**src/rtl/io_bridge_pkg.sv**
```systemverilog
// Shared definitions for the AXI4-Lite UART I/O bridge.
// UART-Lite register offsets, STAT bit positions, AXI response code, FSM states.
package io_bridge_pkg;

    localparam logic [31:0] UART_RX_OFS   = 32'h0000_0000;
    localparam logic [31:0] UART_TX_OFS   = 32'h0000_0004;
    localparam logic [31:0] UART_STAT_OFS = 32'h0000_0008;

    localparam int STAT_RX_VALID = 0;
    localparam int STAT_TX_FULL  = 3;

    localparam logic [1:0] AXI_RESP_OKAY = 2'b00;

    typedef enum logic [2:0] {
        ST_IDLE,
        ST_AR_STAT,
        ST_R_STAT,
        ST_AR_RX,
        ST_R_RX,
        ST_W_TX,
        ST_B_WAIT
    } state_e;

    function automatic logic resp_err(input logic [1:0] resp);
        return resp != AXI_RESP_OKAY;
    endfunction

endpackage

```
**src/rtl/sync_fifo.sv**
```systemverilog
// Synchronous first-word fall-through FIFO with occupancy count.
// Ports: i_clk, i_rstn (sync, active-low), i_push/i_wdata, i_pop/o_rdata,
//        o_full, o_empty, o_count. Push while full and pop while empty are ignored.
module sync_fifo #(
    parameter int WIDTH = 8,
    parameter int DEPTH = 16
) (
    input  logic                     i_clk,
    input  logic                     i_rstn,
    input  logic                     i_push,
    input  logic [WIDTH-1:0]         i_wdata,
    input  logic                     i_pop,
    output logic [WIDTH-1:0]         o_rdata,
    output logic                     o_full,
    output logic                     o_empty,
    output logic [$clog2(DEPTH):0]   o_count
);

    localparam int AW = $clog2(DEPTH);
    localparam int CW = AW + 1;

    logic [WIDTH-1:0] r_mem [DEPTH];
    logic [AW-1:0]    r_wr_ptr;
    logic [AW-1:0]    r_rd_ptr;
    logic [CW-1:0]    r_count;

    logic w_full;
    logic w_empty;
    logic w_do_push;
    logic w_do_pop;

    assign w_full    = (r_count == CW'(DEPTH));
    assign w_empty   = (r_count == '0);
    assign w_do_push = i_push && !w_full;
    assign w_do_pop  = i_pop && !w_empty;

    always_ff @(posedge i_clk) begin
        if (!i_rstn) begin
            r_wr_ptr <= '0;
            r_rd_ptr <= '0;
            r_count  <= '0;
        end else begin
            if (w_do_push) begin
                r_wr_ptr <= r_wr_ptr + AW'(1);
            end
            if (w_do_pop) begin
                r_rd_ptr <= r_rd_ptr + AW'(1);
            end
            r_count <= r_count + CW'(w_do_push) - CW'(w_do_pop);
        end
    end

    // Storage carries no reset; validity is tracked by the pointers.
    always_ff @(posedge i_clk) begin
        if (w_do_push) begin
            r_mem[r_wr_ptr] <= i_wdata;
        end
    end

    assign o_rdata = r_mem[r_rd_ptr];
    assign o_full  = w_full;
    assign o_empty = w_empty;
    assign o_count = r_count;

endmodule

```
**src/rtl/axil_uart_io_bridge.sv**
```systemverilog
// Bridges core byte/word output and byte input to an AXI4-Lite UART-Lite.
// Ports: i_clk, i_rstn; core side i_out_req/i_out_data/o_out_busy,
//        i_in_req/o_in_data/o_in_valid/o_rx_count, o_axi_err; AXI4-Lite master.
module axil_uart_io_bridge
    import io_bridge_pkg::*;
#(
    parameter logic [31:0] BASE_ADDR     = 32'h0000_0000,
    parameter int          TX_DEPTH      = 16,
    parameter int          RX_DEPTH      = 16,
    parameter int          OUT_BYTES     = 1,
    parameter int          POLL_INTERVAL = 64
) (
    input  logic                        i_clk,
    input  logic                        i_rstn,
    input  logic                        i_out_req,
    input  logic [31:0]                 i_out_data,
    output logic                        o_out_busy,
    input  logic                        i_in_req,
    output logic [7:0]                  o_in_data,
    output logic                        o_in_valid,
    output logic [$clog2(RX_DEPTH):0]   o_rx_count,
    output logic                        o_axi_err,
    output logic [31:0]                 o_axi_awaddr,
    output logic [2:0]                  o_axi_awprot,
    output logic                        o_axi_awvalid,
    input  logic                        i_axi_awready,
    output logic [31:0]                 o_axi_wdata,
    output logic [3:0]                  o_axi_wstrb,
    output logic                        o_axi_wvalid,
    input  logic                        i_axi_wready,
    input  logic [1:0]                  i_axi_bresp,
    input  logic                        i_axi_bvalid,
    output logic                        o_axi_bready,
    output logic [31:0]                 o_axi_araddr,
    output logic [2:0]                  o_axi_arprot,
    output logic                        o_axi_arvalid,
    input  logic                        i_axi_arready,
    input  logic [31:0]                 i_axi_rdata,
    input  logic [1:0]                  i_axi_rresp,
    input  logic                        i_axi_rvalid,
    output logic                        o_axi_rready
);

    localparam int TW = $clog2(POLL_INTERVAL + 1);
    localparam logic [1:0] LAST_BYTE = 2'(OUT_BYTES - 1);

    state_e       r_state;
    logic [TW-1:0] r_timer;
    logic [1:0]   r_byte_idx;
    logic         r_arvalid;
    logic [31:0]  r_araddr;
    logic         r_rready;
    logic         r_awvalid;
    logic [31:0]  r_awaddr;
    logic         r_wvalid;
    logic [31:0]  r_wdata;
    logic         r_bready;
    logic         r_err;

    logic [31:0]  w_tx_word;
    logic [7:0]   w_tx_byte;
    logic         w_tx_full;
    logic         w_tx_empty;
    logic         w_tx_pop;
    logic [$clog2(TX_DEPTH):0] w_tx_count_unused;

    logic         w_rx_full;
    logic         w_rx_empty;
    logic         w_rx_push;

    logic         w_aw_done;
    logic         w_w_done;
    logic         w_unused;

    sync_fifo #(
        .WIDTH (32),
        .DEPTH (TX_DEPTH)
    ) u_tx_fifo (
        .i_clk   (i_clk),
        .i_rstn  (i_rstn),
        .i_push  (i_out_req),
        .i_wdata (i_out_data),
        .i_pop   (w_tx_pop),
        .o_rdata (w_tx_word),
        .o_full  (w_tx_full),
        .o_empty (w_tx_empty),
        .o_count (w_tx_count_unused)
    );

    sync_fifo #(
        .WIDTH (8),
        .DEPTH (RX_DEPTH)
    ) u_rx_fifo (
        .i_clk   (i_clk),
        .i_rstn  (i_rstn),
        .i_push  (w_rx_push),
        .i_wdata (i_axi_rdata[7:0]),
        .i_pop   (i_in_req),
        .o_rdata (o_in_data),
        .o_full  (w_rx_full),
        .o_empty (w_rx_empty),
        .o_count (o_rx_count)
    );

    // Bytes of the head word leave LSB first.
    assign w_tx_byte = w_tx_word[{r_byte_idx, 3'b000} +: 8];

    // The word leaves the FIFO only once its last byte is acknowledged.
    assign w_tx_pop  = (r_state == ST_B_WAIT) && i_axi_bvalid
                       && (r_byte_idx == LAST_BYTE);
    assign w_rx_push = (r_state == ST_R_RX) && i_axi_rvalid;

    // AW and W complete independently; a channel is done once its valid drops.
    assign w_aw_done = !r_awvalid || i_axi_awready;
    assign w_w_done  = !r_wvalid || i_axi_wready;

    assign w_unused  = &{1'b0, i_axi_rdata[31:8], w_tx_count_unused};

    always_ff @(posedge i_clk) begin
        if (!i_rstn) begin
            r_state    <= ST_IDLE;
            r_timer    <= '0;
            r_byte_idx <= '0;
            r_arvalid  <= 1'b0;
            r_araddr   <= '0;
            r_rready   <= 1'b0;
            r_awvalid  <= 1'b0;
            r_awaddr   <= '0;
            r_wvalid   <= 1'b0;
            r_wdata    <= '0;
            r_bready   <= 1'b0;
            r_err      <= 1'b0;
        end else begin
            unique case (r_state)
                ST_IDLE: begin
                    if (!w_tx_empty || r_timer == TW'(POLL_INTERVAL - 1)) begin
                        r_state   <= ST_AR_STAT;
                        r_arvalid <= 1'b1;
                        r_araddr  <= BASE_ADDR + UART_STAT_OFS;
                        r_timer   <= '0;
                    end else begin
                        r_timer <= r_timer + TW'(1);
                    end
                end
                ST_AR_STAT: begin
                    if (i_axi_arready) begin
                        r_arvalid <= 1'b0;
                        r_rready  <= 1'b1;
                        r_state   <= ST_R_STAT;
                    end
                end
                ST_R_STAT: begin
                    if (i_axi_rvalid) begin
                        r_rready <= 1'b0;
                        if (resp_err(i_axi_rresp)) begin
                            r_err <= 1'b1;
                        end
                        // RX wins so incoming bytes are drained first; a full
                        // RX buffer leaves the byte waiting in the UART.
                        if (i_axi_rdata[STAT_RX_VALID] && !w_rx_full) begin
                            r_state   <= ST_AR_RX;
                            r_arvalid <= 1'b1;
                            r_araddr  <= BASE_ADDR + UART_RX_OFS;
                        end else if (!i_axi_rdata[STAT_TX_FULL] && !w_tx_empty) begin
                            r_state   <= ST_W_TX;
                            r_awvalid <= 1'b1;
                            r_wvalid  <= 1'b1;
                            r_awaddr  <= BASE_ADDR + UART_TX_OFS;
                            r_wdata   <= {24'b0, w_tx_byte};
                        end else begin
                            r_state <= ST_IDLE;
                        end
                    end
                end
                ST_AR_RX: begin
                    if (i_axi_arready) begin
                        r_arvalid <= 1'b0;
                        r_rready  <= 1'b1;
                        r_state   <= ST_R_RX;
                    end
                end
                ST_R_RX: begin
                    if (i_axi_rvalid) begin
                        r_rready <= 1'b0;
                        if (resp_err(i_axi_rresp)) begin
                            r_err <= 1'b1;
                        end
                        r_state <= ST_IDLE;
                    end
                end
                ST_W_TX: begin
                    if (i_axi_awready) begin
                        r_awvalid <= 1'b0;
                    end
                    if (i_axi_wready) begin
                        r_wvalid <= 1'b0;
                    end
                    if (w_aw_done && w_w_done) begin
                        r_bready <= 1'b1;
                        r_state  <= ST_B_WAIT;
                    end
                end
                ST_B_WAIT: begin
                    if (i_axi_bvalid) begin
                        r_bready <= 1'b0;
                        if (resp_err(i_axi_bresp)) begin
                            r_err <= 1'b1;
                        end
                        if (r_byte_idx == LAST_BYTE) begin
                            r_byte_idx <= '0;
                        end else begin
                            r_byte_idx <= r_byte_idx + 2'd1;
                        end
                        r_state <= ST_IDLE;
                    end
                end
                default: begin
                    r_state <= ST_IDLE;
                end
            endcase
        end
    end

    assign o_out_busy    = w_tx_full;
    assign o_in_valid    = !w_rx_empty;
    assign o_axi_err     = r_err;

    assign o_axi_awaddr  = r_awaddr;
    assign o_axi_awprot  = 3'b000;
    assign o_axi_awvalid = r_awvalid;
    assign o_axi_wdata   = r_wdata;
    assign o_axi_wstrb   = 4'b0001;
    assign o_axi_wvalid  = r_wvalid;
    assign o_axi_bready  = r_bready;
    assign o_axi_araddr  = r_araddr;
    assign o_axi_arprot  = 3'b000;
    assign o_axi_arvalid = r_arvalid;
    assign o_axi_rready  = r_rready;

endmodule
```
**config.mk**
```make
export PLATFORM = sky130hd
export DESIGN_NAME = axil_uart_io_bridge
export DESIGN_NICKNAME = d
export VERILOG_FILES = /design/src/rtl/io_bridge_pkg.sv /design/src/rtl/sync_fifo.sv /design/src/rtl/axil_uart_io_bridge.sv
export SDC_FILE = /design/constraint.sdc
export NUM_CORES = 1
export LEC_CHECK = 0
export CORE_MARGIN = 3
export CORE_UTILIZATION = 30
export CTS_BUF_LIST = sky130_fd_sc_hd__clkbuf_16
export CTS_CLUSTER_SIZE = 25
export DETAILED_ROUTE_END_ITERATION = 6
export PLACE_DENSITY = 0.54
export SYNTH_ARGS = -nofsm -noshare
export SYNTH_HDL_FRONTEND = slang
export SYNTH_SLANG_ARGS = --single-unit
```
**constraint.sdc**
```tcl
create_clock -name i_clk -period 14.75 [get_ports i_clk]
set_clock_uncertainty 0.2 [all_clocks]
set_input_delay 4.425 -clock i_clk [delete_from_list [all_inputs] [get_ports i_clk]]
set_output_delay 4.425 -clock i_clk [all_outputs]
set_load 0.005 [all_outputs]
```
==> impl_metrics.json, run 1 <==
{
  "layout_setup_ws_ps": 7030,
  "cts_sinks": 702,
  "synth_cell_types": 73,
  "numCtsBuffers": 77,
  "ys_ff_latch": 702,
  "track_usage_pct": 13.0,
  "via_per_inst": 4.72,
  "root_buffer": "clkbuf_16",
  "endpoint_kind": "output port",
  "max_stage_delay_ps": 610,
  "netlist_area_sq_um": 28400,
  "dr.pass1.iters": 4,
  "cts_tree": "built",
  "yosys_warnings": 0,
  "die-area_sq_um": 98300,
  "worst_ep_arrival_time_ps": 3090,
  "crit_family": "multiplexers",
  "design_area_sq_um": 32800,
  "gp_congestion": 0.769,
  "critPathRequiredTime_ps": 10120,
  "clkLatencyLatePin_ps": 620,
  "yosysSeqAreaShare_pct": 72.1,
  "hold_path_class": "reg -> reg",
  "ys_async_sr_fraction_pct": 0,
  "cp.buffers_inverters": 2,
  "area_growth_pct": 15.5,
  "rsz0062_at_grt": "false",
  "final.period_utilization_pct": 52.3,
  "status": "completed",
  "synth_edf_count": 640,
  "io_buffers": 83,
  "layout_common_cells": "edfxtp_1, mux4_2, conb_1",
  "max_freq_ghz": 0.130,
  "relSlewSlack_pct": 16.7,
  "ctsResizeCount": 0,
  "htree_levels": 3,
  "grt_pass1_vias": 14400,
  "clk_pin_slew_worst_paths_ps": 60,
  "die_w_um": 313,
  "period_needed_ps": 7720,
  "dpl_cell_area_sq_um": 30300,
  "crit_chain": "buf_4 > mux4_2 > mux4_2 > clkdlybuf4s50_1",
  "holdBufCountCts": 0,
  "tns_ps": 0,
  "num-nets-final": 1773,
  "max-vdd-ir-drop_mv": 0.124,
  "synth_ff_type": "edfxtp_1",
  "start_util_pct": 30.3,
  "grt_max_degree": 63,
  "drive_gt1_share_pct": 18.8,
  "critPathLaunchType": "flip-flop",
  "whs_ps": 252,
  "maxSlewViolCount": 0,
  "overflow": 0,
  "cp_common_cell": "mux4_2",
  "postCtsSetupBuffers": 0,
  "drt_iter0_markers": 1100,
  "powerDensity_nw_per_um2": 141,
  "dieHeight_um": 313,
  "syn_avg_cell_area_sq_um": 18.3,
  "slowest_stage": "mux4_2",
  "hold_viol": 0,
  "num_io_pins": 204,
  "path_class": "reg -> out",
  "worstPathMaxFanout": 32,
  "core-area_sq_um": 93500,
  "cts_buffer_depth": 3,
  "grt_pass1_wl_um": 95100,
  "post_drt_wl_per_cell_um": 21.5,
  "final_util_pct": 35.0,
  "std_cell_rows": 112,
  "antenna_found_initial": 5,
  "ant_nets": 0,
  "p_leak_nw": 10.3,
  "vias": 14100,
  "layout_commonest_cell": "edfxtp_1",
  "worstMarginPinSlew_ps": 1250,
  "dp_hpwl_um": 36700,
  "syn_inst": 1553,
  "setup_viol": 0,
  "wirelength_um": 64200,
  "drv_cap": 0,
  "drc": 0,
  "pre_cts_ws_ps": 7150
}
## flip-flops by register name (all words and copies together), names as in the netlist, 2 cells and up, named ones only
signal / count
u_rx_fifo.r_mem: 128
r_byte_idx: 2
u_rx_fifo.o_count: 5
u_rx_fifo.r_wr_ptr: 4
u_tx_fifo.r_rd_ptr: 4
u_rx_fifo.r_rd_ptr: 4
r_timer: 7
o_axi_wdata: 8
r_state: 3
u_tx_fifo.o_count: 5
u_tx_fifo.r_mem: 512
u_tx_fifo.r_wr_ptr: 4
## routing by layer
layer	global-route usage, %	wire (um)	up-vias
met2	21.1	30600	367
met3	3.20	3970	97
met4	3.08	1090	4
li1	-	-	6235
met1	17.6	28500	7384
met5	0	23	-
## final cells by class
class                      count  area, sq um
timing repair buffer         116         1080
tap                         1254         1570
multi-input combinational    750         7070
clock buffer                  78         1950
sequential                   702        20500
antenna                        3         7.51
fill                        8779        60700
clock inverter                61          523
inverter                      23         86.3
## power breakdown
group	switching, mW	leakage [nW]	internal [mW]	total (mW)
logic	0.234	2.75	0.223	0.457
registers	0.0489	6.28	2.24	2.29
clock network	0.775	1.25	1.09	1.87
total	1.06	10.3	3.55	4.61
## kinds of logic (layout without fill, tap and decap cells)
group                    after synthesis  after routing  synth area share, %
buffers and inverters                195            278                 4.57
other                                  2             99               0.0265
AND/OR/NAND/NOR                      205            205                 3.83
flip-flops                           702            702                 72.1
multiplexers                         214            214                 13.2
adder cells (fa/ha/maj)               26             26                 1.20
XOR/XNOR                              22             22                0.679
AO/OA/AOI/OAI                        187            187                 4.38
## final timing paths
path,to,start,cells past startpoint,slack (ps)
worst max-delay path,o_in_data[2],flip-flop,4,7030
worst min-delay path,r_timer[6]$_SDFFE_PN0P_,r_timer[6]$_SDFFE_PN0P_,2,250
worst max register to register,u_tx_fifo.o_count[4]$_SDFF_PN0_,r_byte_idx[0]$_SDFFE_PN0P_,11,11170
worst min register to register,r_timer[6]$_SDFFE_PN0P_,r_timer[6]$_SDFFE_PN0P_,2,250
## worst register-to-register path, cell delays in order, from the launching register on
cell and delay [ps]:
dfxtp_1 690, inv_1 430, ha_1 390, and3_1 230
nand2b_1 160, nand2_1 70, ha_1 210, fa_1 440
a21oi_1 150, nor2_1 60, or3_1 340, a21oi_1 140
## synth_stat cells, types with 3 or more instances
cell,instances,area [sq um]
o21ai_1,5,25.0
buf_2,16,80.1
a211oi_1,8,60.1
nor2_1,68,255
nor4_1,4,25.0
mux2_2,44,495
xor2_1,14,123
nand2b_1,12,75.1
o221a_2,3,33.8
nor3_1,26,130
a22o_1,4,35.0
o22ai_1,19,119
buf_6,14,158
mux2i_1,50,500
nand2_1,22,82.6
and2_1,10,62.6
inv_1,23,86.3
or3_1,4,25.0
nand4_1,6,37.5
a31oi_1,8,50.1
ha_1,24,300
o21ai_0,27,135
and3_1,11,68.8
mux4_2,110,2480
dfxtp_1,62,1240
nor2b_1,14,87.6
o21a_1,4,30.0
xnor2_1,8,70.1
a21oi_1,33,165
a32oi_1,3,26.3
buf_1,7,26.3
edfxtp_1,640,19200
nand3_1,8,40.0
mux4_1,10,263
buf_4,108,811
clkbuf_1,23,86.3
a22oi_1,57,428
## through the flow
| stage | instances | total power [mW] |
|---|---|---|
| global route | 2984 | 4.81 |
| floorplan | 1647 | 2.63 |
| global placement | 2845 | 2.78 |
| CTS | 2984 | 4.68 |
| detailed placement | 2845 | 2.79 |
| finish | 2987 | 4.61 |
Power figures use the tool's default switching activity.
==> inputs of run 2 (changes only) <==
clock period = 8.1 ns   (was 14.75 ns; I/O delays follow)
==> impl_metrics.json, run 2 (synthesized netlist as in run 1, its figures left out) <==
{
  "dieHeight_um": 313,
  "design_area_sq_um": 32700,
  "largest_reg_flops": 512,
  "p_leak_nw": 10.3,
  "overflow": 0,
  "setup_viol": 0,
  "powerDensity_nw_per_um2": 257,
  "root_buffer": "clkbuf_16",
  "wirelength_um": 65400,
  "area_growth_pct": 15.4,
  "hold_path_class": "reg -> reg",
  "holdBufCountCts": 0,
  "grt_max_degree": 61,
  "ctsResizeCount": 0,
  "htree_levels": 3,
  "worstMarginPinSlew_ps": 1190,
  "num-nets-final": 1769,
  "die_w_um": 313,
  "path_class": "reg -> out",
  "top_register": "u_tx_fifo.r_mem",
  "std_cell_rows": 112,
  "rsz0062_at_grt": "false",
  "post_drt_wl_per_cell_um": 21.9,
  "drv_cap": 0,
  "dr.pass1.iters": 5,
  "cts_sinks": 702,
  "gp_congestion": 0.750,
  "cts_buffer_depth": 3,
  "layout_setup_ws_ps": 2420,
  "drc": 0,
  "postCtsSetupBuffers": 0,
  "tns_ps": 0,
  "core-area_sq_um": 93500,
  "critPathLaunchType": "flip-flop",
  "numCtsBuffers": 75,
  "ant_nets": 0,
  "drt_iter0_markers": 1045,
  "via_per_inst": 4.72,
  "grt_pass1_wl_um": 95400,
  "vias": 14100,
  "drive_gt1_share_pct": 18.6,
  "multiInputGateArea_sq_um": 7080,
  "maxSlewViolCount": 0,
  "pre_cts_ws_ps": 2250,
  "dpl_cell_area_sq_um": 30300,
  "period_needed_ps": 5680,
  "layout_common_cells": "edfxtp_1, mux4_2, conb_1",
  "final.period_utilization_pct": 70.2,
  "hold_viol": 0,
  "clk_pin_slew_worst_paths_ps": 60,
  "track_usage_pct": 13.1,
  "layout_commonest_cell": "edfxtp_1",
  "relSlewSlack_pct": 20.4,
  "endpoint_kind": "output port",
  "cts_tree": "built",
  "critPathRequiredTime_ps": 5470,
  "die-area_sq_um": 98300,
  "status": "completed",
  "clkLatencyLatePin_ps": 610,
  "grt_pass1_vias": 14400,
  "max-vdd-ir-drop_mv": 0.193,
  "dp_hpwl_um": 37700,
  "max_freq_ghz": 0.176,
  "antenna_found_initial": 6,
  "final-seq-area_sq_um": 20500,
  "worst_ep_arrival_time_ps": 3050,
  "worstPathMaxFanout": 32,
  "start_util_pct": 30.3,
  "final.fill_count": 8814,
  "io_buffers": 83,
  "num_io_pins": 204
}
-- run 2: changes by cell type in the layout (fill, tap and decap cells not counted), sizes merged --
cell,before,now
bufinv,7,8
clkinv,39,28
clkinvlp,2,1
diode,3,4
inv,36,44
buf,33,31
-- run 2: layout make-up --
type	count	area share [%]
antenna	4	0.0306
clock buffer	78	5.96
clock inverter	58	1.54
inverter	23	0.264
multi-input combinational	750	21.6
sequential	702	62.5
tap	1254	4.79
timing repair buffer	114	3.25
-- run 2: path summary, 6_finish.rpt --
| path | startpoint | to | slack [ps] | depth (start not counted) |
|---|---|---|---|---|
| setup / recovery | flip-flop | o_in_data[1] | 2420 | 4 |
| hold / removal | o_axi_err$_SDFFE_PN0P_ | o_axi_err$_SDFFE_PN0P_ | 260 | 1 |
| setup reg to reg | flip-flop | o_axi_wdata[5]$_SDFFE_PN0P_ | 4220 | 6 |
| hold reg to reg | o_axi_err$_SDFFE_PN0P_ | o_axi_err$_SDFFE_PN0P_ | 260 | 1 |
-- run 2: worst max-delay path, cell delays in order, from the launching register on --
cell and delay [ps]:
dfxtp_2 310, buf_4 530, mux4_2 620, mux4_2 490, clkdlybuf4s50_1 490
-- run 2: power breakdown --
| part | switching, mW | internal [mW] | leakage, nW |
|---|---|---|---|
| logic | 0.429 | 0.407 | 2.75 |
| registers | 0.0894 | 4.08 | 6.28 |
| clock network | 1.39 | 2.01 | 1.27 |
| total | 1.91 | 6.49 | 10.3 |
-- run 2: through the flow --
step	hold slack [ps]	util [%]	instances	total power [mW]
after floorplan	226	-	1647	4.79
after global placement	236	32.4	2843	5.08
after detailed placement	245	32.4	2843	5.09
after CTS	256	35.0	2979	8.52
after global routing	276	35.0	2979	8.75
final	263	35.0	2983	8.40
-- run 2: per-layer routing --
layer	wire, um	vias to the layer above	GRT usage, %	share of wire [%]
met4	1510	4	3.62	2.3
met5	29	-	0	0.044
met1	28200	7291	17.3	43
li1	-	6241	-	-
met2	31200	432	21.3	48
met3	4430	110	3.61	6.8
==> inputs of run 3 (changes only) <==
PLACE_DENSITY = 0.56   (was 0.54)
clock period = 4.68 ns   (was 8.1 ns; I/O delays follow)
==> impl_metrics.json, run 3 (synthesized netlist as in run 1, its figures left out) <==
{
  "hold_path_class": "reg -> reg",
  "wirelength_um": 64700,
  "drive_gt1_share_pct": 20.1,
  "rsz0062_at_grt": "false",
  "final.period_utilization_pct": 95.3,
  "std_cell_rows": 112,
  "drc": 0,
  "drv_cap": 0,
  "maxSlewViolCount": 0,
  "vias": 14200,
  "cts_sinks": 702,
  "num_io_pins": 204,
  "critPathLaunchType": "flip-flop",
  "layout.cells.non_filler": 3009,
  "max_freq_ghz": 0.224,
  "overflow": 0,
  "cts_buffer_depth": 3,
  "cp_common_cell": "mux4_2",
  "relSlewSlack_pct": 38.7,
  "dieHeight_um": 313,
  "pre_cts_ws_ps": 396,
  "die-area_sq_um": 98300,
  "cp.buffers_inverters": 2,
  "p_leak_nw": 10.4,
  "largest_reg_flops": 512,
  "period_needed_ps": 4460,
  "layout_commonest_cell": "edfxtp_1",
  "dp_cells": 2872,
  "r2r-start": "r_state[2]$_SDFFE_PN0P_",
  "gp_congestion": 0.760,
  "critPathRequiredTime_ps": 3080,
  "hold_viol": 0,
  "via_per_inst": 4.73,
  "path_class": "reg -> out",
  "max-vdd-ir-drop_mv": 0.304,
  "worstHoldStart": "o_axi_err$_SDFFE_PN0P_",
  "num-nets-final": 1798,
  "io_buffers": 83,
  "dp_hpwl_um": 38100,
  "antenna_found_initial": 6,
  "worstPathMaxFanout": 14,
  "clkLatencyLatePin_ps": 630,
  "drt_iter0_markers": 1271,
  "root_buffer": "clkbuf_16",
  "postCtsSetupBuffers": 0,
  "top_register": "u_tx_fifo.r_mem",
  "dr.pass1.iters": 6,
  "grt_max_degree": 60,
  "die_w_um": 313,
  "core-area_sq_um": 93500,
  "area_growth_pct": 16.8,
  "layout_common_cells": "edfxtp_1, mux4_2, conb_1",
  "track_usage_pct": 13.0,
  "worst_ep_arrival_time_ps": 2850,
  "ant_nets": 0,
  "grt_pass1_wl_um": 95800,
  "cts_tree": "built",
  "powerDensity_nw_per_um2": 435,
  "setup_viol": 0,
  "status": "completed",
  "max_stage_delay_ps": 520,
  "crit_family": "multiplexers",
  "crit_chain": "buf_12 > mux4_2 > mux4_2 > clkdlybuf4s50_1",
  "clk_pin_slew_worst_paths_ps": 60,
  "slowest_stage": "mux4_2",
  "grt_pass1_vias": 14700,
  "post_drt_wl_per_cell_um": 21.5,
  "start_util_pct": 30.3,
  "finalPower_mw": 14.4,
  "endpoint_kind": "output port",
  "layout_setup_ws_ps": 221,
  "whs_ps": 269,
  "tns_ps": 0,
  "numCtsBuffers": 75,
  "worstMarginPinSlew_ps": 919,
  "htree_levels": 3
}
## run 3: cell types whose count changed in the layout (fill, tap and decap cells not counted), sizes merged
| cell | previous run | this run |
|---|---|---|
| clkbuf | 78 | 76 |
| inv | 44 | 41 |
| buf | 31 | 60 |
| clkinvlp | 1 | 5 |
| clkinv | 28 | 31 |
| diode | 4 | 3 |
| bufinv | 8 | 4 |
## run 3: metal layers
metal,up-vias,share of wire [%],GRT usage (%)
met5,-,0.036,0
met1,7431,44,17.6
met2,408,48,21.3
met3,87,6.1,3.11
met4,4,1.9,3.18
li1,6290,-,-
## run 3: worst paths after layout
path | depth (start not counted) | end | slack [ps]
max | 4 | o_in_data[2] | 220
min reg2reg | 1 | o_axi_err$_SDFFE_PN0P_ | 270
max reg2reg | 10 | u_rx_fifo.o_count[4]$_SDFF_PN0_ | 1410
min | 1 | o_axi_err$_SDFFE_PN0P_ | 270
## run 3: worst register-to-register path: cells and delay by family, from the launching register on
family          cells  cell delay [ps]
compound gates      2              120
flops               1              790
fa+ha+maj           2              680
buf+inv             2              140
simple gates        4             1190
## run 3: where the power goes
part / internal, mW / total [mW] / switching [mW]
combinational: 0.753 / 1.52 / 0.769
sequential: 7.06 / 7.21 / 0.149
clock: 3.22 / 5.68 / 2.46
total: 11.0 / 14.4 / 3.38
## run 3: layout make-up
type	count	area (sq um)
Antenna cell	3	7.51
Clock buffer	76	1900
Clock inverter	58	492
Fill cell	8726	60400
Inverter	23	86.3
Multi-Input combinational cell	750	7090
Sequential cell	702	20500
Tap cell	1254	1570
Timing Repair Buffer	143	1490
## run 3: what timing repair did
action | in CTS | in global routing
setup endpoints to repair | 1 | 0
hold buffers | 0 | 0
hold endpoints to repair | 0 | 0
gates resized for setup | 1 | 0
## run 3: through the flow
| step | util, % | instance area [sq um] |
|---|---|---|
| after global placement | 32.9 | 30700 |
| after CTS | 35.4 | 33100 |
| final | 35.4 | 33100 |
| after detailed placement | 32.9 | 30700 |
| after global routing | 35.4 | 33100 |
| after floorplan | - | 28700 |
==> edit, RTL diff (config.mk and constraints of run 2) <==
Reset style: asynchronous (`i_rstn`), changed in 2 clocked blocks. Comments in the files are not updated.
--- a/src/rtl/sync_fifo.sv
+++ b/src/rtl/sync_fifo.sv
@@ -34,7 +34,7 @@
     assign w_do_push = i_push && !w_full;
     assign w_do_pop  = i_pop && !w_empty;
 
-    always_ff @(posedge i_clk) begin
+    always_ff @(posedge i_clk or negedge i_rstn) begin
         if (!i_rstn) begin
             r_wr_ptr <= '0;
             r_rd_ptr <= '0;
--- a/src/rtl/axil_uart_io_bridge.sv
+++ b/src/rtl/axil_uart_io_bridge.sv
@@ -116,7 +116,7 @@
 
     assign w_unused  = &{1'b0, i_axi_rdata[31:8], w_tx_count_unused};
 
-    always_ff @(posedge i_clk) begin
+    always_ff @(posedge i_clk or negedge i_rstn) begin
         if (!i_rstn) begin
             r_state    <= ST_IDLE;
             r_timer    <= '0;
Behaviour: differs if i_rstn is asserted again (counterexample within 4 cycles, from zero or initial values and one cycle with i_rstn low); with i_rstn held inactive, the same outputs for 4 cycles.
==> edit against run 2 <==
Critical endpoint is now o_in_data[0]; sequential cell count down 8; area after synthesis down 1.9%; hold slack worse by 0.0016 ns; die area down 1.8%; final area down 0.76%; via count down 10%; routed wire length down 8.7%; worst setup slack worse by 0.24 ns.
Power is not compared: it rests on default switching activity, and its combinational part moved more than twofold at a synthesized area within 25%.
==> edit: results (changes against run 2) <==
status complete, no violations; crit-path max FO 26 (-19%); number of port buffers 83 (unchanged); share of cells above drive strength 1 0.243 (+0.0571); global-route wire length before repair 89700 um (-6.0%); routability cong. 0.733 (-2.2%); largest net degree at the start of global routing 103 (+69%); Ys Warns 0 (unchanged); initial antenna violation count 2 (-4); fraction of registers with async set/reset 0.0778 (+0.0778); Area after DPL 29900 um^2 (-1.1%); Commonest cells post-synth edfxtp_1 (640), mux4_2 (200), buf_4 (104); post-synthesis mux area share 0.169 (+0.0371); wire length per cell 21.7 um (-0.75%); Data arrival, critical path 3.29 ns (+0.24 ns); detailed placement HPWL 34200 um (-9.2%); maximum buffer depth of the clock tree 3 (unchanged); synth top area cells edfxtp_1 (69%), mux4_2 (16%), dfrtp_1 (4.9%); multi-input logic area 6630 um^2 (-6.5%); postcts setup bufs 0 (unchanged); via count 12600 (-10%); post-synthesis compound-gate area fraction 0.0104 (-0.0334); Max stage delay on crit path 0.58 ns (-0.04 ns); CP top delay family multiplexers; Starting DRT DRC Count 1064 (+1.8%); TritonCTS Buffers 77 (+2.7%); Yosys cell types 49 (-33%); Layout Nets 1545 (-13%); clock latency on the worst-skew pair 0.63 ns (+0.02 ns); GRT Overall Usage 0.124 (-0.00737); Layout fillers 8488 (-3.7%); sequential fraction of the synthesis area 0.739 (+0.0177); Post-synth EDFFs 640 (unchanged); fraction of the mapped netlist area in adder cells 0.0127 (+0.000679); Worst slew margin 0.188 (-0.0152); xor/xnor cell area share of the yosys netlist 0.00787 (+0.00107); Post-CTS Resized 0 (unchanged)
-- edit: per-layer routing --
metal,vias to the layer above,GRT usage,part of all wire
li1,5410,-,-
met1,6745,0.167,0.44
met2,351,0.205,0.49
met3,95,0.0252,0.050
met4,2,0.0334,0.020
met5,-,0,0.00022
-- edit: path summary, 6_finish.rpt --
check,slack [ns],cells past startpoint,end,startpoint
min reg2reg,0.26,1,o_axi_err,o_axi_err
max reg2reg,4.10,12,u_tx_fifo.o_count[4],r_byte_idx[0]
min in group asynchronous,1.81,2,o_axi_wdata[2],i_rstn
max in group asynchronous,5.18,2,u_tx_fifo.r_rd_ptr[3],i_rstn
min,0.26,1,o_axi_err,o_axi_err
max,2.18,4,o_in_data[0],u_rx_fifo.r_rd_ptr[0]
-- edit: report_power, final --
group          switching [uW]  leakage [uW]  internal (uW)
Combinational             943       0.00264            834
Clock                    1440       0.00127           2030
Sequential                202       0.00643           4300
-- edit: per-stage QoR --
step	total power, uW	std cells	setup WS [ns]
after detailed placement	6400	2605	2.15
after CTS	9900	2744	2.02
after floorplan	5650	1404	2.24
after global routing	10200	2744	1.94
after global placement	6360	2605	2.11
final	9740	2745	2.18
-- edit: cells by family (layout without fill, tap and decap cells) --
group / count (synthesis) / count (layout)
compound gates: 42 / 42
xor+xnor: 25 / 25
fa+ha+maj: 27 / 27
buf+inv: 182 / 279
flops: 694 / 694
mux: 219 / 219
other cells: 2 / 97
simple gates: 119 / 119
-- edit: layout make-up --
cell class,count,area share
Multi-Input combinational cell,528,0.204
Antenna cell,1,0.0000770
Clock inverter,61,0.0186
Sequential cell,694,0.633
Tap cell,1243,0.0479
Inverter,26,0.00300
Clock buffer,78,0.0601
Timing Repair Buffer,114,0.0330
